### src/rtl/tlul_to_axi4_wr_if.sv
// Bundle of the TL-UL A/D channels and the AXI4 write channels (AW, W, B)
// seen by the TL-UL to AXI4 write bridge.
// The slave modport is the bridge's view. The master modport is the view of
// the surrounding system: the TL-UL host plus the AXI4 write slave.
interface tlul_to_axi4_wr_if #(
  parameter int DataWidth   = 64,
  parameter int AddrWidth   = 32,
  parameter int SourceWidth = 8
);
  localparam int StrbWidth = DataWidth / 8;

  // TL-UL A channel
  logic                   tl_a_valid;
  logic                   tl_a_ready;
  logic [2:0]             tl_a_opcode;
  logic [2:0]             tl_a_size;
  logic [SourceWidth-1:0] tl_a_source;
  logic [AddrWidth-1:0]   tl_a_address;
  logic [StrbWidth-1:0]   tl_a_mask;
  logic [DataWidth-1:0]   tl_a_data;

  // TL-UL D channel
  logic                   tl_d_valid;
  logic                   tl_d_ready;
  logic [2:0]             tl_d_opcode;
  logic [SourceWidth-1:0] tl_d_source;
  logic                   tl_d_error;

  // AXI4 write address channel
  // ID is implicitly 0 and every burst is a single INCR beat.
  logic [AddrWidth-1:0]   axi_awaddr;
  logic [2:0]             axi_awsize;
  logic                   axi_awvalid;
  logic                   axi_awready;

  // AXI4 write data channel (single beat)
  logic [DataWidth-1:0]   axi_wdata;
  logic [StrbWidth-1:0]   axi_wstrb;
  logic                   axi_wvalid;
  logic                   axi_wready;

  // AXI4 write response channel
  logic [1:0]             axi_bresp;
  logic                   axi_bvalid;
  logic                   axi_bready;

  modport slave (
    input  tl_a_valid, tl_a_opcode, tl_a_size, tl_a_source, tl_a_address,
           tl_a_mask, tl_a_data,
    output tl_a_ready,
    output tl_d_valid, tl_d_opcode, tl_d_source, tl_d_error,
    input  tl_d_ready,
    output axi_awaddr, axi_awsize, axi_awvalid,
    input  axi_awready,
    output axi_wdata, axi_wstrb, axi_wvalid,
    input  axi_wready,
    input  axi_bresp, axi_bvalid,
    output axi_bready
  );

  modport master (
    output tl_a_valid, tl_a_opcode, tl_a_size, tl_a_source, tl_a_address,
           tl_a_mask, tl_a_data,
    input  tl_a_ready,
    input  tl_d_valid, tl_d_opcode, tl_d_source, tl_d_error,
    output tl_d_ready,
    input  axi_awaddr, axi_awsize, axi_awvalid,
    output axi_awready,
    input  axi_wdata, axi_wstrb, axi_wvalid,
    output axi_wready,
    output axi_bresp, axi_bvalid,
    input  axi_bready
  );
endinterface

### src/rtl/tlul_to_axi4_wr.sv
// TL-UL to AXI4 write bridge.
//
// An accepted Put is parked in a one-entry holding register. It is issued
// as a single-beat AXI write, with AW and W raised together and retired
// independently. Every accepted A request, forwarded or not, gets an entry
// in an in-order tracking FIFO. Gets and unsupported opcodes become "local"
// entries that are answered with an error directly from the FIFO head,
// without touching AXI. Because AXI B responses come back in order (single
// ID), the oldest non-local FIFO entry always owns the next B beat.
//
// Optional feature: define TLUL_AXI4_ALIGN_CHK_EN to make a Put local (error
// response, no AXI traffic) when its address is not aligned to 2^size or
// when its size exceeds the bus width. Without the macro such Puts are
// forwarded unchanged.
module tlul_to_axi4_wr #(
  parameter int DataWidth   = 64,
  parameter int AddrWidth   = 32,
  parameter int SourceWidth = 8,
  parameter int Depth       = 4
) (
  input  logic                   clk_i,
  input  logic                   rst_i,
  tlul_to_axi4_wr_if.slave       bus
);
  localparam int StrbWidth = DataWidth / 8;
  localparam int PtrWidth  = $clog2(Depth);
  localparam int SizeMax   = $clog2(StrbWidth);

  localparam logic [2:0] OpPutFull     = 3'd0;
  localparam logic [2:0] OpPutPartial  = 3'd1;
  localparam logic [2:0] OpGet         = 3'd4;
  localparam logic [2:0] OpAccessAck   = 3'd0;
  localparam logic [2:0] OpAccessAckD  = 3'd1;

  localparam logic [PtrWidth-1:0] PtrOne  = PtrWidth'(1);
  localparam logic [PtrWidth:0]   CntOne  = (PtrWidth + 1)'(1);
  localparam logic [PtrWidth:0]   CntFull = (PtrWidth + 1)'(Depth);

  // Issue FSM: which of AW / W are still owed for the held Put.
  typedef enum logic [1:0] {
    ST_IDLE,
    ST_BOTH,
    ST_AW_ONLY,
    ST_W_ONLY
  } issue_state_e;

  issue_state_e r_state;
  issue_state_e w_state_next;

  // Holding register
  logic [AddrWidth-1:0] r_hold_addr;
  logic [2:0]           r_hold_size;
  logic [StrbWidth-1:0] r_hold_mask;
  logic [DataWidth-1:0] r_hold_data;

  // Tracking FIFO
  logic [SourceWidth-1:0] r_fifo_src [Depth];
  logic [Depth-1:0]       r_fifo_local;
  logic [Depth-1:0]       r_fifo_get;
  logic [PtrWidth-1:0]    r_wr_ptr;
  logic [PtrWidth-1:0]    r_rd_ptr;
  logic [PtrWidth:0]      r_count;
  logic [Depth-1:0]       w_entry_we;

  // A-side decode
  logic w_is_put;
  logic w_is_get;
  logic w_misaligned;
  logic w_fwd;
  logic w_full;
  logic w_empty;
  logic w_a_ready;
  logic w_accept;
  logic w_push;
  logic w_pop;

  // AXI issue
  logic w_awvalid;
  logic w_wvalid;
  logic w_aw_hs;
  logic w_w_hs;

  // D side
  logic                   w_head_local;
  logic                   w_head_get;
  logic [SourceWidth-1:0] w_head_src;
  logic                   w_d_valid;
  logic [2:0]             w_d_opcode;
  logic [SourceWidth-1:0] w_d_source;
  logic                   w_d_error;
  logic                   w_b_ready;

  // Only the error bit of BRESP matters: OKAY and EXOKAY both mean success.
  logic w_unused_bresp0;
  assign w_unused_bresp0 = bus.axi_bresp[0];

  // ------------------------------------------------------------------
  // A channel acceptance
  // ------------------------------------------------------------------
  assign w_is_put = (bus.tl_a_opcode == OpPutFull) || (bus.tl_a_opcode == OpPutPartial);
  assign w_is_get = (bus.tl_a_opcode == OpGet);

`ifdef TLUL_AXI4_ALIGN_CHK_EN
  logic [AddrWidth-1:0] w_align_mask;
  assign w_align_mask = (AddrWidth'(1) << bus.tl_a_size) - AddrWidth'(1);
  assign w_misaligned = (|(bus.tl_a_address & w_align_mask)) ||
                        (bus.tl_a_size > 3'(SizeMax));
`else
  assign w_misaligned = 1'b0;
`endif

  assign w_fwd   = w_is_put && !w_misaligned;
  assign w_full  = (r_count == CntFull);
  assign w_empty = (r_count == '0);

  // Ready depends only on registered state, so a D pop in this same cycle
  // never makes room for a push into a full FIFO.
  assign w_a_ready = !rst_i && !w_full && (r_state == ST_IDLE);
  assign w_accept  = bus.tl_a_valid && w_a_ready;
  assign w_push    = w_accept;

  // ------------------------------------------------------------------
  // Holding register and issue FSM
  // ------------------------------------------------------------------
  // Capture the AXI payload of a forwarded Put; it stays put until both
  // AW and W have handshaken, keeping the channels stable while valid.
  always_ff @(posedge clk_i) begin
    if (rst_i) begin
      r_hold_addr <= '0;
      r_hold_size <= '0;
      r_hold_mask <= '0;
      r_hold_data <= '0;
    end else if (w_accept && w_fwd) begin
      r_hold_addr <= bus.tl_a_address;
      r_hold_size <= bus.tl_a_size;
      r_hold_mask <= bus.tl_a_mask;
      r_hold_data <= bus.tl_a_data;
    end
  end

  // Issue state register.
  always_ff @(posedge clk_i) begin
    if (rst_i) begin
      r_state <= ST_IDLE;
    end else begin
      r_state <= w_state_next;
    end
  end

  assign w_aw_hs = w_awvalid && bus.axi_awready;
  assign w_w_hs  = w_wvalid && bus.axi_wready;

  // Next issue state and AW/W valids; each channel drops on its own handshake.
  always_comb begin
    w_state_next = r_state;
    w_awvalid    = 1'b0;
    w_wvalid     = 1'b0;
    unique case (r_state)
      ST_IDLE: begin
        if (w_accept && w_fwd) begin
          w_state_next = ST_BOTH;
        end
      end
      ST_BOTH: begin
        w_awvalid = !rst_i;
        w_wvalid  = !rst_i;
        if (w_aw_hs && w_w_hs) begin
          w_state_next = ST_IDLE;
        end else if (w_aw_hs) begin
          w_state_next = ST_W_ONLY;
        end else if (w_w_hs) begin
          w_state_next = ST_AW_ONLY;
        end
      end
      ST_AW_ONLY: begin
        w_awvalid = !rst_i;
        if (w_aw_hs) begin
          w_state_next = ST_IDLE;
        end
      end
      ST_W_ONLY: begin
        w_wvalid = !rst_i;
        if (w_w_hs) begin
          w_state_next = ST_IDLE;
        end
      end
      default: begin
        w_state_next = ST_IDLE;
      end
    endcase
  end

  // ------------------------------------------------------------------
  // Tracking FIFO
  // ------------------------------------------------------------------
  genvar gi;
  generate
    for (gi = 0; gi < Depth; gi++) begin : g_entry_we
      assign w_entry_we[gi] = w_push && (r_wr_ptr == PtrWidth'(gi));
    end
  endgenerate

  // Entry payload: source, local flag and whether a local entry was a Get.
  always_ff @(posedge clk_i) begin
    for (int i = 0; i < Depth; i++) begin
      if (w_entry_we[i]) begin
        r_fifo_src[i]   <= bus.tl_a_source;
        r_fifo_local[i] <= !w_fwd;
        r_fifo_get[i]   <= w_is_get;
      end
    end
  end

  // Pointers wrap naturally because Depth is a power of two.
  always_ff @(posedge clk_i) begin
    if (rst_i) begin
      r_wr_ptr <= '0;
      r_rd_ptr <= '0;
      r_count  <= '0;
    end else begin
      if (w_push) begin
        r_wr_ptr <= r_wr_ptr + PtrOne;
      end
      if (w_pop) begin
        r_rd_ptr <= r_rd_ptr + PtrOne;
      end
      unique case ({w_push, w_pop})
        2'b10:   r_count <= r_count + CntOne;
        2'b01:   r_count <= r_count - CntOne;
        default: r_count <= r_count;
      endcase
    end
  end

  // ------------------------------------------------------------------
  // D channel
  // ------------------------------------------------------------------
  assign w_head_local = r_fifo_local[r_rd_ptr];
  assign w_head_get   = r_fifo_get[r_rd_ptr];
  assign w_head_src   = r_fifo_src[r_rd_ptr];

  // Local heads answer immediately with an error; forwarded heads pass the
  // B beat straight through, so D stability follows the AXI slave's B hold.
  always_comb begin
    w_d_valid  = 1'b0;
    w_d_opcode = OpAccessAck;
    w_d_source = '0;
    w_d_error  = 1'b0;
    w_b_ready  = 1'b0;
    if (!rst_i && !w_empty) begin
      w_d_source = w_head_src;
      if (w_head_local) begin
        w_d_valid  = 1'b1;
        w_d_error  = 1'b1;
        w_d_opcode = w_head_get ? OpAccessAckD : OpAccessAck;
      end else begin
        w_d_valid  = bus.axi_bvalid;
        w_d_error  = bus.axi_bresp[1];
        w_b_ready  = bus.tl_d_ready;
      end
    end
  end

  assign w_pop = w_d_valid && bus.tl_d_ready;

  // ------------------------------------------------------------------
  // Outputs (all forced low while reset is held)
  // ------------------------------------------------------------------
  assign bus.tl_a_ready  = w_a_ready;
  assign bus.tl_d_valid  = w_d_valid;
  assign bus.tl_d_opcode = w_d_opcode;
  assign bus.tl_d_source = w_d_source;
  assign bus.tl_d_error  = w_d_error;

  assign bus.axi_awvalid = w_awvalid;
  assign bus.axi_awaddr  = rst_i ? '0 : r_hold_addr;
  assign bus.axi_awsize  = rst_i ? '0 : r_hold_size;
  assign bus.axi_wvalid  = w_wvalid;
  assign bus.axi_wdata   = rst_i ? '0 : r_hold_data;
  assign bus.axi_wstrb   = rst_i ? '0 : r_hold_mask;
  assign bus.axi_bready  = w_b_ready;

endmodule

### src/flat_wrapper.sv
// flat-port wrapper written by rule: the top's interface ports become plain ports
module tlul_to_axi4_wr_flat 
#(
  parameter int DataWidth   = 64,
  parameter int AddrWidth   = 32,
  parameter int SourceWidth = 8,
  parameter int Depth       = 4
)
  (clk_i, rst_i, bus_tl_a_valid, bus_tl_a_opcode, bus_tl_a_size, bus_tl_a_source, bus_tl_a_address, bus_tl_a_mask, bus_tl_a_data, bus_tl_a_ready, bus_tl_d_valid, bus_tl_d_opcode, bus_tl_d_source, bus_tl_d_error, bus_tl_d_ready, bus_axi_awaddr, bus_axi_awsize, bus_axi_awvalid, bus_axi_awready, bus_axi_wdata, bus_axi_wstrb, bus_axi_wvalid, bus_axi_wready, bus_axi_bresp, bus_axi_bvalid, bus_axi_bready);
  tlul_to_axi4_wr_if #(.DataWidth(DataWidth), .AddrWidth(AddrWidth), .SourceWidth(SourceWidth)) bus_i ();
  input  logic clk_i;
  input  logic rst_i;
  input wire logic [$bits(bus_i.tl_a_valid)-1:0] bus_tl_a_valid;
  input wire logic [$bits(bus_i.tl_a_opcode)-1:0] bus_tl_a_opcode;
  input wire logic [$bits(bus_i.tl_a_size)-1:0] bus_tl_a_size;
  input wire logic [$bits(bus_i.tl_a_source)-1:0] bus_tl_a_source;
  input wire logic [$bits(bus_i.tl_a_address)-1:0] bus_tl_a_address;
  input wire logic [$bits(bus_i.tl_a_mask)-1:0] bus_tl_a_mask;
  input wire logic [$bits(bus_i.tl_a_data)-1:0] bus_tl_a_data;
  output wire logic [$bits(bus_i.tl_a_ready)-1:0] bus_tl_a_ready;
  output wire logic [$bits(bus_i.tl_d_valid)-1:0] bus_tl_d_valid;
  output wire logic [$bits(bus_i.tl_d_opcode)-1:0] bus_tl_d_opcode;
  output wire logic [$bits(bus_i.tl_d_source)-1:0] bus_tl_d_source;
  output wire logic [$bits(bus_i.tl_d_error)-1:0] bus_tl_d_error;
  input wire logic [$bits(bus_i.tl_d_ready)-1:0] bus_tl_d_ready;
  output wire logic [$bits(bus_i.axi_awaddr)-1:0] bus_axi_awaddr;
  output wire logic [$bits(bus_i.axi_awsize)-1:0] bus_axi_awsize;
  output wire logic [$bits(bus_i.axi_awvalid)-1:0] bus_axi_awvalid;
  input wire logic [$bits(bus_i.axi_awready)-1:0] bus_axi_awready;
  output wire logic [$bits(bus_i.axi_wdata)-1:0] bus_axi_wdata;
  output wire logic [$bits(bus_i.axi_wstrb)-1:0] bus_axi_wstrb;
  output wire logic [$bits(bus_i.axi_wvalid)-1:0] bus_axi_wvalid;
  input wire logic [$bits(bus_i.axi_wready)-1:0] bus_axi_wready;
  input wire logic [$bits(bus_i.axi_bresp)-1:0] bus_axi_bresp;
  input wire logic [$bits(bus_i.axi_bvalid)-1:0] bus_axi_bvalid;
  output wire logic [$bits(bus_i.axi_bready)-1:0] bus_axi_bready;
  assign bus_i.tl_a_valid = bus_tl_a_valid;
  assign bus_i.tl_a_opcode = bus_tl_a_opcode;
  assign bus_i.tl_a_size = bus_tl_a_size;
  assign bus_i.tl_a_source = bus_tl_a_source;
  assign bus_i.tl_a_address = bus_tl_a_address;
  assign bus_i.tl_a_mask = bus_tl_a_mask;
  assign bus_i.tl_a_data = bus_tl_a_data;
  assign bus_tl_a_ready = bus_i.tl_a_ready;
  assign bus_tl_d_valid = bus_i.tl_d_valid;
  assign bus_tl_d_opcode = bus_i.tl_d_opcode;
  assign bus_tl_d_source = bus_i.tl_d_source;
  assign bus_tl_d_error = bus_i.tl_d_error;
  assign bus_i.tl_d_ready = bus_tl_d_ready;
  assign bus_axi_awaddr = bus_i.axi_awaddr;
  assign bus_axi_awsize = bus_i.axi_awsize;
  assign bus_axi_awvalid = bus_i.axi_awvalid;
  assign bus_i.axi_awready = bus_axi_awready;
  assign bus_axi_wdata = bus_i.axi_wdata;
  assign bus_axi_wstrb = bus_i.axi_wstrb;
  assign bus_axi_wvalid = bus_i.axi_wvalid;
  assign bus_i.axi_wready = bus_axi_wready;
  assign bus_i.axi_bresp = bus_axi_bresp;
  assign bus_i.axi_bvalid = bus_axi_bvalid;
  assign bus_axi_bready = bus_i.axi_bready;
  tlul_to_axi4_wr #(.DataWidth(DataWidth), .AddrWidth(AddrWidth), .SourceWidth(SourceWidth), .Depth(Depth)) u_core (.clk_i(clk_i), .rst_i(rst_i), .bus(bus_i));
endmodule
### config.mk
export PLATFORM = sky130hd
export DESIGN_NAME = tlul_to_axi4_wr_flat
export DESIGN_NICKNAME = d
export VERILOG_FILES = /design/src/rtl/tlul_to_axi4_wr_if.sv /design/src/rtl/tlul_to_axi4_wr.sv /design/src/flat_wrapper.sv
export SDC_FILE = /design/constraint.sdc
export NUM_CORES = 1
export LEC_CHECK = 0
export BUFFER_PORTS_ARGS = -buffer_cell sky130_fd_sc_hd__buf_2
export CAP_MARGIN = 20
export CORE_MARGIN = 10
export CORE_UTILIZATION = 49
export DETAILED_ROUTE_END_ITERATION = 8
export PLACE_DENSITY = 0.77
export RECOVER_POWER = 25
export SLEW_MARGIN = 0
export SYNTH_ARGS = -nofsm -noshare
export SYNTH_HDL_FRONTEND = slang
export SYNTH_SLANG_ARGS = --single-unit
### constraint.sdc
create_clock -name clk_i -period 2.88 [get_ports clk_i]
set_input_delay 0.288 -clock clk_i [delete_from_list [all_inputs] [get_ports clk_i]]
set_output_delay 0.288 -clock clk_i [all_outputs]
set_load 0.005 [all_outputs]
# ---- Word-level counts from Yosys, hierarchy flattened
# Memories as Yosys holds them, arrays and structs flattened. A register that Yosys moved wholly into a read port is not among the register bits.
# Index checks and enable logic that the tools add are counted.
dict set report totals {
  out_inout_bits 124
  mem_count 1
  regBits 124
  in_bits 127
  wordCells 113
  ram_bits 32
}
dict set report op_classes {
  order_cmp 1
  add_sub_neg 4
  n_eq_ne 15
  mux 47
  reduce_logical 29
}
# name depth width rd rd_clocked_by_memory_dff write_ports line_no
set mem_list {}
lappend mem_list {u_core.r_fifo_src 4 8 1 1 1 tlul_to_axi4_wr.sv:57} ;# logic [SourceWidth-1:0] r_fifo_src [Depth];
# operator n
set ops {}
lappend ops {{64-bit 2-to-1 mux} 1}
lappend ops {{8-bit 2-to-1 mux} 5}
lappend ops {{32-bit 2-to-1 mux} 1}
lappend ops {{8-bit OR reduction} 3}
lappend ops {{1-bit 2-to-1 mux} 22}
lappend ops {{2-bit 2-to-1 mux} 11}
lappend ops {{1-bit logical AND} 13}
lappend ops {{2-bit == test, second input constant} 5}
lappend ops {{3-bit 2-to-1 mux} 3}
lappend ops {{2-bit case mux with 4 select lines} 1}
lappend ops {{2-bit by 1-bit == test with 1-bit output, second input constant} 3}
lappend ops {{3-bit == test, second input constant} 2}
lappend ops {{3-bit zero test} 2}
lappend ops {{3-bit case mux with 2 select lines} 1}
lappend ops {{2-bit by 1-bit adder with 2-bit output, second input constant} 2}
lappend ops {{1-bit binary-select mux with 2-bit select} 2}
lappend ops {{1-bit zero test} 4}
lappend ops {{2-bit zero test} 2}
lappend ops {{2-bit by 1-bit != test with 1-bit output, second input constant} 2}
lappend ops {{4-bit by 1-bit != test with 1-bit output, second input constant} 1}
lappend ops {{4-bit AND reduction} 1}
lappend ops {{2-bit OR reduction} 2}
lappend ops {{3-bit by 1-bit adder with 3-bit output, second input constant} 1}
lappend ops {{3-bit by 1-bit == test with 1-bit output, second input constant} 1}
lappend ops {{other kinds (5)} 5}

# ---- Logic depth before layout (Yosys ltp)
# Gate-level depths: netlist of the first run.
dict set report depth {
  word_depth 12
  depth_mapped 11
  depth_no_buf 10
}

# ---- Worst setup path before layout of the first run
# OpenSTA, ideal clock, no wires.
dict set report synth_path {
  path_kind {register to register}
  startpoint {register u_core.r_count[0]}
  endpoint {register u_core.r_count[2]}
  path_buffers 1
  synth_period_minus_slack_ps 2368
  slack_ps 512
  stages_incl_launch_ff 11
  required_ps 2809
  t_arrival_ps 2298
  setup_ps 71
  path_cell_list {dfxtp_1 or3b_4 and3_1 clkbuf_1 inv_1 ha_1 inv_1 fa_1 xor2_1 or3_1 a21oi_1}
}
dict set report synth_between {
  elab_chain_len 7
  word_cells_on_any_way 16
  classes_between {2 x add/sub; 3 x eq/ne; 2 x mux; 9 x reduce/logical}
}
# item line_no
set synth_rtl {}
lappend synth_rtl {{start: declaration} tlul_to_axi4_wr.sv:62} ;# logic [PtrWidth:0] r_count;
lappend synth_rtl {{start signal: assignment} tlul_to_axi4_wr.sv:228} ;# 2'b10: r_count <= r_count + CntOne;
lappend synth_rtl {{start signal: assignment} tlul_to_axi4_wr.sv:229} ;# 2'b01: r_count <= r_count - CntOne;
lappend synth_rtl {{start signal: assignment} tlul_to_axi4_wr.sv:230} ;# default: r_count <= r_count;
lappend synth_rtl {{3-bit zero test or 3-bit == test (tied branches)} {tlul_to_axi4_wr.sv:114, tlul_to_axi4_wr.sv:113}}
lappend synth_rtl {{1-bit zero test (on tied branches)} {tlul_to_axi4_wr.sv:250, tlul_to_axi4_wr.sv:118}}
lappend synth_rtl {{1-bit logical AND (on tied branches)} {tlul_to_axi4_wr.sv:250, tlul_to_axi4_wr.sv:118}}
lappend synth_rtl {{1-bit 2-to-1 mux or 1-bit logical AND (tied branches)} {tlul_to_axi4_wr.sv:250, tlul_to_axi4_wr.sv:118}}
lappend synth_rtl {{1-bit logical AND (on tied branches)} {tlul_to_axi4_wr.sv:264, tlul_to_axi4_wr.sv:119}}
lappend synth_rtl {{2-bit by 1-bit == test with 1-bit output or 2-bit == test (tied branches)} tlul_to_axi4_wr.sv:227} ;# unique case ({w_push, w_pop})
lappend synth_rtl {{3-bit case mux with 2 select lines or 2-bit nonzero test (tied branches)} -}
# Several ways; a longest one is shown, not always the timed one.
# A chain may end at the register's enable or synchronous reset.

# ---- Final worst setup path of the first run
# Same ends and word-level chain as after synthesis.

==> flow_summary.json, run 1 <==
{
  "areaGrowthSynthToFinish_pct": 26.7,
  "grt_util_met2": 0.275,
  "multi_input_area_um2": 2910,
  "synthSimpleGateAreaFrac": 0.193,
  "postCtsResizedCells": 0,
  "drtAntennaViolNets": 0,
  "root_buffer": "clkbuf_16",
  "tightest_slew_ns": 1.13,
  "hold_viol": 0,
  "layout_commonest_cell": "buf_2",
  "grt_pass1_wl_mm": 25.3,
  "grt.busiest_layer": "met2",
  "ys_seq_area_frac": 0.525,
  "grt.overflow.total": 0,
  "power.density_nw_per_um2": 626,
  "crit_type": "reg -> reg",
  "timing.hold.ws_ns": 0.0972,
  "num_io_pins": 251,
  "fillers": 1120,
  "max-slew-margin-rel": 0.247,
  "fin_ws_ns": 0.285,
  "finClkSkew_ns": 0.00588,
  "vias_per_cell": 4.81,
  "grt_antenna_before_repair": 2,
  "use_met1": 0.187,
  "finalSetupViolCount": 0,
  "cts_setup_buffers": 0,
  "p_leak_nw": 4.51,
  "htree_levels": 4,
  "crit_required_ns": 3.21,
  "via_count": 5016,
  "synth_compound_area_frac": 0.0120,
  "grt_setup_unrepaired": "no",
  "start_util": 0.506,
  "critPathLaunchType": "flop",
  "max_cap_violations": 0,
  "crit_chain": "or3b_1 -> and3_1 -> inv_1 -> ha_1 -> inv_1 -> fa_1 -> xor2_1 -> or3_1 -> a21oi_1",
  "netlist_area_um2": 6790,
  "die-area_um2": 19000,
  "irDropWorstVdd_mv": 0.452,
  "drive_gt1_frac": 0.312,
  "final-seq-area_um2": 3560,
  "crit_path_top_delay_cell": "or3b_1",
  "finalCriticalPeriod_ns": 2.59,
  "cts_made_buffers": 17,
  "worst-path-max-fanout": 8,
  "status": "completed",
  "synthMuxAreaShare": 0.196,
  "final_cells": 1042,
  "fin_nets": 990,
  "synth_xor_area_frac": 0.00516,
  "stdcell_area_um2": 8600,
  "num_rows": 42,
  "cts_tree": "yes",
  "worstSetupEndpointType": "flop",
  "syn_area_per_cell_um2": 10.9,
  "synthAdderAreaFrac": 0.0214,
  "fmax_mhz": 385,
  "finalCritPeriodShare": 0.901,
  "port_buffers": 247,
  "clock-sinks": 158,
  "syn_inst": 623,
  "synthTopCellsByArea": "dfxtp_1, edfxtp_1, mux2i_1",
  "total_power_mw": 5.38,
  "wl_mm": 16.8,
  "hold_buffers": 0,
  "dp_hpwl_mm": 12.4,
  "slew_viol_final": 0,
  "place_area_um2": 8050,
  "grt_use_met3": 0.0903,
  "grt_util_all_layers": 0.170,
  "slowest_delay_ns": 0.43,
  "grt_max_degree": 101,
  "pre_cts_ws_ns": 0.349,
  "utilization": 0.642,
  "yosys_register_bits": 158,
  "synth_top_area_share": 0.348,
  "clockBufferDepth": 2,
  "yosysTopAreaCell": "dfxtp_1",
  "insertion_delay_ns": 0.42,
  "ys_warn_count": 0,
  "grt_pass1_vias": 4949,
  "synth_cell_types": 36,
  "hold_class": "in -> reg",
  "core-area_um2": 13400,
  "synth_top_family_by_area": "multiplexers",
  "clkTransAtPathRegs_ns": 0.06,
  "cpMostUsedCell": "inv_1",
  "place_inst": 1009,
  "die_h_um": 138,
  "dr.pass1.iters": 4,
  "worstPathArrival_ns": 2.92,
  "setup_tns_ns": 0,
  "final_cell_mix": "buf_2, nor2_1, dfxtp_1",
  "remaining_drc_errors": 0,
  "post_drt_wl_per_cell_um": 16.2,
  "dieWidth_um": 138,
  "drtIter0Drc": 249,
  "routabilityCongestion": 0.773
}
==> final timing paths <==
check / from / to / slack [ns] / depth (start not counted)
max: u_core.r_count[0] / u_core.r_count[2] / 0.29 / 9
min: bus_tl_a_data[9] / u_core.r_hold_data[9] / 0.1 / 3
max reg2reg: u_core.r_count[0] / u_core.r_count[2] / 0.29 / 9
min reg2reg: u_core.r_hold_data[62] / u_core.r_hold_data[62] / 0.48 / 2
==> flip-flops by register name, summed over array words and instances (netlist names), named ones only <==
register             flops
u_core.r_hold_data      64
u_core.r_wr_ptr          2
u_core.r_fifo_src       32
u_core.r_hold_mask       8
u_core.r_state           2
u_core.r_rd_ptr          2
u_core.r_hold_addr      32
u_core.r_fifo_local      4
u_core.r_fifo_get        4
u_core.r_count           3
u_core.r_hold_size       3
==> power breakdown <==
group,internal [mW],switching [mW]
combinational,0.343,0.376
sequential,2.39,0.0615
clock,1.29,0.919
==> kinds of logic (layout without fill, tap and decap cells) <==
kind of cell             count (synthesis)  in the layout
AND/OR/NAND/NOR                        260            260
other                                    1              3
flip-flops                             158            158
buffers and inverters                   57            298
multiplexers                           120            120
AO/OA/AOI/OAI                           12             12
adder cells (fa/ha/maj)                 11             11
XOR/XNOR                                 4              4
==> worst max-delay path: cells and delay by family (launching register included) <==
kind	cells	cell delay (ns)
and+or+nand+nor	3	1.03
adders and majority gates	2	0.64
DFF	1	0.34
buffers and inverters	2	0.18
AOI/OAI and AO/OA	1	0.18
xor gates and xnor gates	1	0.16
==> cell type report <==
type,count,area share
Multi-Input combinational cell,409,0.338
Antenna cell,1,0.000291
Clock buffer,17,0.0495
Inverter,13,0.00567
Clock inverter,15,0.0189
Timing Repair Buffer,253,0.147
Tap cell,176,0.0256
Sequential cell,158,0.414
==> cells in the mapped netlist, drive strengths merged <==
cell     count
nor2       121
dfxtp      118
mux2i      109
nor2b      109
edfxtp      40
clkbuf      29
buf         15
inv         13
and3        10
ha          10
mux4        10
nand2        8
and2         4
a21oi        3
o21ai        3
nor3b        2
or3          2
xnor2        2
xor2         2
a31o         1
a31oi        1
and3b        1
conb         1
fa           1
mux2         1
nand4        1
nor3         1
o2111a       1
o2111ai      1
o311ai       1
o31ai        1
or3b         1
==> layer usage <==
layer / share of wire / up-vias
met4: 0.014 / 2
met5: 0.00077 / -
li1: - / 2529
met1: 0.38 / 2278
met3: 0.13 / 19
met2: 0.47 / 188
Power figures use the tool's default switching activity.
==> inputs of run 2 (changes only) <==
--- a/config.mk
+++ b/config.mk
@@ -10,7 +10,7 @@
 export CORE_MARGIN = 10
 export CORE_UTILIZATION = 49
 export DETAILED_ROUTE_END_ITERATION = 8
-export PLACE_DENSITY = 0.77
+export PLACE_DENSITY = 0.79
 export RECOVER_POWER = 25
 export SLEW_MARGIN = 0
 export SYNTH_ARGS = -nofsm -noshare
==> flow_summary.json, run 2 (synthesis results as in run 1) <==
{
  "grt_antenna_before_repair": 0,
  "port_buffers": 247,
  "final_cells": 1043,
  "cp_top_family": "multiplexers",
  "r2r_cells": 8,
  "crit_start": "u_core.r_rd_ptr[0]",
  "hold_class": "in -> reg",
  "num_io_pins": 251,
  "r2r_slack_ns": 0.37,
  "largest_register_ffs": 64,
  "dp_hpwl_mm": 12.4,
  "worst-path-max-fanout": 5,
  "num_rows": 42,
  "clockBufferDepth": 2,
  "die-area_um2": 19000,
  "pre_cts_ws_ns": 0.387,
  "place_inst": 1010,
  "r2r-end": "u_core.r_count[2]",
  "critPathLaunchType": "flop",
  "finalCritPeriodShare": 0.870,
  "htree_levels": 4,
  "final_cell_mix": "buf_2, nor2_1, dfxtp_1",
  "status": "completed",
  "grt.overflow.total": 0,
  "vias_per_cell": 4.81,
  "cts_setup_buffers": 0,
  "crit_required_ns": 3.22,
  "clock-sinks": 158,
  "postCtsResizedCells": 0,
  "crit_chain": "mux4_1 -> o2111a_1 -> ha_1 -> inv_1 -> fa_1 -> xor2_1 -> or3_1 -> a21oi_1",
  "remaining_drc_errors": 0,
  "irDropWorstVdd_mv": 0.492,
  "drive_gt1_frac": 0.291,
  "top_regs": "u_core.r_hold_data: 64 flops, u_core.r_fifo_src: 32 flops, u_core.r_hold_addr: 32 flops",
  "power.density_nw_per_um2": 644,
  "clkTransAtPathRegs_ns": 0.07,
  "crit_path_end": "u_core.r_count[2]",
  "top_register": "u_core.r_hold_data",
  "areaGrowthSynthToFinish_pct": 27.2,
  "via_count": 5020,
  "fin_ws_ns": 0.373,
  "hold_viol": 0,
  "insertion_delay_ns": 0.42,
  "start_util": 0.506,
  "tightest_slew_ns": 1.37,
  "wl_mm": 17.0,
  "finalSetupViolCount": 0,
  "grt_pass1_wl_mm": 25.9,
  "worstPathArrival_ns": 2.85,
  "drtIter0Drc": 226,
  "worstSetupEndpointType": "flop",
  "max_cap_violations": 0,
  "crit_buf_inv": 1,
  "crit_type": "reg -> reg",
  "finClkSkew_ns": 0.00930,
  "crit_path_top_delay_cell": "mux4_1",
  "die_h_um": 138,
  "slowest_delay_ns": 0.66,
  "fin_nets": 991,
  "finalCriticalPeriod_ns": 2.51,
  "root_buffer": "clkbuf_16",
  "slew_viol_final": 0,
  "drtAntennaViolNets": 0,
  "grt_pass1_vias": 4994,
  "setup_tns_ns": 0,
  "dieWidth_um": 138,
  "grt_util_all_layers": 0.176,
  "crit_cells": 8,
  "grt_max_degree": 89,
  "cts_made_buffers": 17,
  "regToRegStartpoint": "u_core.r_rd_ptr[0]",
  "min_from": "rst_i",
  "p_leak_nw": 4.46,
  "layout_commonest_cell": "buf_2",
  "post_drt_wl_per_cell_um": 16.3,
  "fmax_mhz": 399,
  "max-slew-margin-rel": 0.0846,
  "hold_buffers": 0,
  "core-area_um2": 13400,
  "routabilityCongestion": 0.811,
  "grt_setup_unrepaired": "no",
  "dr.pass1.iters": 4,
  "cts_tree": "yes"
}
run 2: cell count changes in the layout (fill, tap and decap cells not counted):
cell        delta
clkinvlp_4     -1
inv_6          -2
bufinv_16      +2
clkinv_4       +1
clkbuf_1      +20
clkinv_1       -1
inv_8          +1
buf_2         -17
clkinvlp_2     -1
clkbuf_2       -1
run 2: cell type report:
cell class / count / area, um2
well taps: 176 / 220
diodes: 1 / 2.50
inverters: 13 / 48.8
clock buffers: 18 / 429
clock inverters: 14 / 209
multi-input cells: 409 / 2910
repair buffers: 254 / 1250
flip-flops and latches: 158 / 3560
fillers: 1104 / 4770
run 2: worst min path at each step:
stage	to	depth (start not counted)
6_report	u_core.r_rd_ptr[0]	2
5_1_grt	u_core.r_rd_ptr[0]	2
4_1_cts	u_core.r_fifo_src[1][1]	1
3_5_place_dp	u_core.r_hold_addr[30]	2
3_3_place_gp	u_core.r_hold_data[38]	2
2_1_floorplan	u_core.r_fifo_src[0][0]	0
run 2: metal layers:
layer | track usage | routed length (um) | vias to the layer above
met5 | 0 | 0 | -
met4 | 0.0574 | 256 | 0
met3 | 0.0991 | 2110 | 17
met2 | 0.294 | 8440 | 186
met1 | 0.183 | 6210 | 2288
li1 | - | - | 2529
run 2: worst register-to-register path: cells and delay by family (launching register included):
kind            cells  cell delay [ns]
mux                 1             0.66
compound gates      2             0.46
fa+ha+maj           2             0.43
flops               1             0.42
simple gates        1             0.30
buf+inv             1             0.09
xor+xnor            1             0.07
run 2: stage by stage:
| step | hold WS (ns) | power, mW | utilization | cell area, um2 |
|---|---|---|---|---|
| after global routing | 0.0703 | 5.81 | 0.644 | 8630 |
| after global placement | 0.464 | 3.21 | 0.601 | 8050 |
| after detailed placement | 0.475 | 3.23 | 0.601 | 8050 |
| after CTS | 0.0638 | 5.63 | 0.649 | 8690 |
| after floorplan | 0.387 | 2.97 | - | 6790 |
| final | 0.0823 | 5.56 | 0.644 | 8630 |
run 2: where the power goes:
| part | total [mW] | internal [mW] | leakage (nW) | switching (mW) |
|---|---|---|---|---|
| logic | 0.713 | 0.342 | 2.84 | 0.371 |
| registers | 2.45 | 2.39 | 1.32 | 0.0634 |
| clock network | 2.39 | 1.47 | 0.301 | 0.921 |
==> inputs of run 3 (changes only) <==
--- a/config.mk
+++ b/config.mk
@@ -8,9 +8,10 @@
 export BUFFER_PORTS_ARGS = -buffer_cell sky130_fd_sc_hd__buf_2
 export CAP_MARGIN = 20
 export CORE_MARGIN = 10
-export CORE_UTILIZATION = 49
+export CORE_UTILIZATION = 45
+export CTS_CLUSTER_SIZE = 24
 export DETAILED_ROUTE_END_ITERATION = 8
-export PLACE_DENSITY = 0.79
+export PLACE_DENSITY = 0.77
 export RECOVER_POWER = 25
 export SLEW_MARGIN = 0
 export SYNTH_ARGS = -nofsm -noshare
==> constraint.sdc (replaced) <==
create_clock -name clk_i -period 2.2 [get_ports clk_i]
set_input_delay 0.22 -clock clk_i [delete_from_list [all_inputs] [get_ports clk_i]]
set_output_delay 0.22 -clock clk_i [all_outputs]
set_load 0.005 [all_outputs]
==> flow_summary.json, run 3 (synthesis results as in run 1) <==
{
  "status": "completed",
  "crit_required_ns": 2.55,
  "max-slew-margin-rel": 0.453,
  "largest_register_ffs": 64,
  "post_drt_wl_per_cell_um": 16.7,
  "root_buffer": "clkbuf_16",
  "critPathLaunchType": "flop",
  "vias_per_cell": 4.83,
  "power.density_nw_per_um2": 824,
  "grt_use_met3": 0.0876,
  "drive_gt1_frac": 0.306,
  "finClkSkew_ns": 0.00946,
  "num_rows": 44,
  "hold_viol": 0,
  "stdcell_area_um2": 8710,
  "min_from": "bus_tl_a_data[50]",
  "wl_mm": 17.6,
  "grt.overflow.total": 0,
  "cp_top_family": "multiplexers",
  "utilization": 0.595,
  "dieWidth_um": 143,
  "insertion_delay_ns": 0.42,
  "grt_pass1_vias": 5159,
  "die_h_um": 143,
  "via_count": 5103,
  "slew_viol_final": 0,
  "num_io_pins": 251,
  "die-area_um2": 20400,
  "clock-sinks": 158,
  "finalSetupViolCount": 0,
  "grt_max_degree": 184,
  "final_cell_mix": "buf_2, nor2_1, dfxtp_1",
  "routabilityCongestion": 0.749,
  "final_cells": 1056,
  "grt_antenna_before_repair": 2,
  "fin_nets": 997,
  "htree_levels": 4,
  "grt_pass1_wl_mm": 26.9,
  "r2r-end": "u_core.r_count[2]",
  "remaining_drc_errors": 0,
  "finalCritPeriodShare": 0.976,
  "diodes": 0,
  "worst-path-max-fanout": 3,
  "tightest_slew_ns": 0.820,
  "worstPathArrival_ns": 2.50,
  "clkTransAtPathRegs_ns": 0.06,
  "place_area_um2": 8130,
  "p_leak_nw": 4.49,
  "crit_chain": "mux4_2 -> o2111a_2 -> ha_4 -> inv_2 -> fa_2 -> xor2_1 -> or3_1 -> a21oi_1",
  "dp_hpwl_mm": 13.3,
  "fillers": 1280,
  "clockBufferDepth": 2,
  "areaGrowthSynthToFinish_pct": 28.4,
  "core-area_um2": 14600,
  "regToRegStartpoint": "u_core.r_fifo_local[2]",
  "port_buffers": 247,
  "total_power_mw": 7.18,
  "worstSetupEndpointType": "flop",
  "slowest_delay_ns": 0.48,
  "layout_commonest_cell": "buf_2",
  "cts_made_buffers": 17,
  "r2r_slack_ns": 0.05,
  "use_met1": 0.173,
  "max_cap_violations": 0,
  "top_register": "u_core.r_hold_data",
  "start_util": 0.463,
  "dr.pass1.iters": 4,
  "hold_class": "in -> reg",
  "holdPathStages": 3,
  "drtAntennaViolNets": 0,
  "grt_util_met2": 0.288,
  "fmax_mhz": 466,
  "crit_path_top_delay_cell": "mux4_2",
  "grt_setup_unrepaired": "yes",
  "grt_util_all_layers": 0.169,
  "crit_type": "reg -> reg",
  "top_regs": "u_core.r_hold_data: 64 flops, u_core.r_fifo_src: 32 flops, u_core.r_hold_addr: 32 flops",
  "r2r_cells": 8,
  "crit_buf_inv": 1,
  "place_inst": 1021,
  "holdPathEnd": "u_core.r_hold_data[50]",
  "cts_tree": "yes",
  "setup_tns_ns": 0,
  "irDropWorstVdd_mv": 0.527,
  "grt.busiest_layer": "met2",
  "finalCriticalPeriod_ns": 2.15,
  "drtIter0Drc": 241
}
run 3: cell types whose count changed in the layout (fill, tap and decap cells not counted), sizes merged:
cell,change
bufinv,-2
clkinv,-2
dlygate4sd3,+2
buf,+5
clkinvlp,-1
clkbuf,+5
inv,-1
diode,-1
run 3: cell type report:
class	instances	area (um2)	area share
Clock buffer	24	504	0.0579
Clock inverter	8	101	0.0116
Inverter	13	48.8	0.00560
Multi-Input combinational cell	409	2930	0.337
Sequential cell	158	3570	0.410
Tap cell	184	230	0.0264
Timing Repair Buffer	260	1330	0.152
run 3: worst max-delay path by stage:
stage,from,endpoint,slack [ns],cells past startpoint
CTS,u_core.r_rd_ptr[0],u_core.r_count[2],0.04,8
detailed placement,u_core.r_rd_ptr[0],u_core.r_count[2],0.06,8
finish,u_core.r_fifo_local[2],u_core.r_count[2],0.05,8
global placement,u_core.r_rd_ptr[0],u_core.r_count[2],0.08,8
floorplan,u_core.r_rd_ptr[0],u_core.r_count[2],0.01,8
global route,u_core.r_fifo_local[3],u_core.r_count[2],-0.07,8
run 3: what timing repair did:
item,in CTS,in global routing
hold endpoints to repair,4,0
gates resized for setup,0,3
endpoints found under the setup margin,0,2
hold buffers,2,0
buffers inserted,0,1
run 3: worst register-to-register path: cells and delay by family (launching register included):
kind / cells / cell delay (ns)
compound gates: 2 / 0.44
xor+xnor: 1 / 0.08
fa+ha+maj: 2 / 0.36
buf+inv: 1 / 0.05
flops: 1 / 0.37
mux: 1 / 0.48
simple gates: 1 / 0.31
run 3: through the flow:
step | hold slack, ns | worst slack (ns)
final | 0.0238 | 0.0518
after global routing | 0.0249 | -0.0671
after CTS | 0.00446 | 0.0425
after detailed placement | 0.421 | 0.0617
after global placement | 0.419 | 0.0798
after floorplan | 0.319 | 0.0108
run 3: report_power, final:
group | internal [mW] | switching, mW | leakage, nW
Combinational | 0.486 | 0.508 | 2.87
Sequential | 3.13 | 0.0717 | 1.32
Clock | 1.84 | 1.14 | 0.296
run 3: metal layers:
metal,part of all wire,routed length (um)
met1,0.37,6570
met2,0.49,8680
met3,0.12,2080
met4,0.016,280
met5,0.0011,20
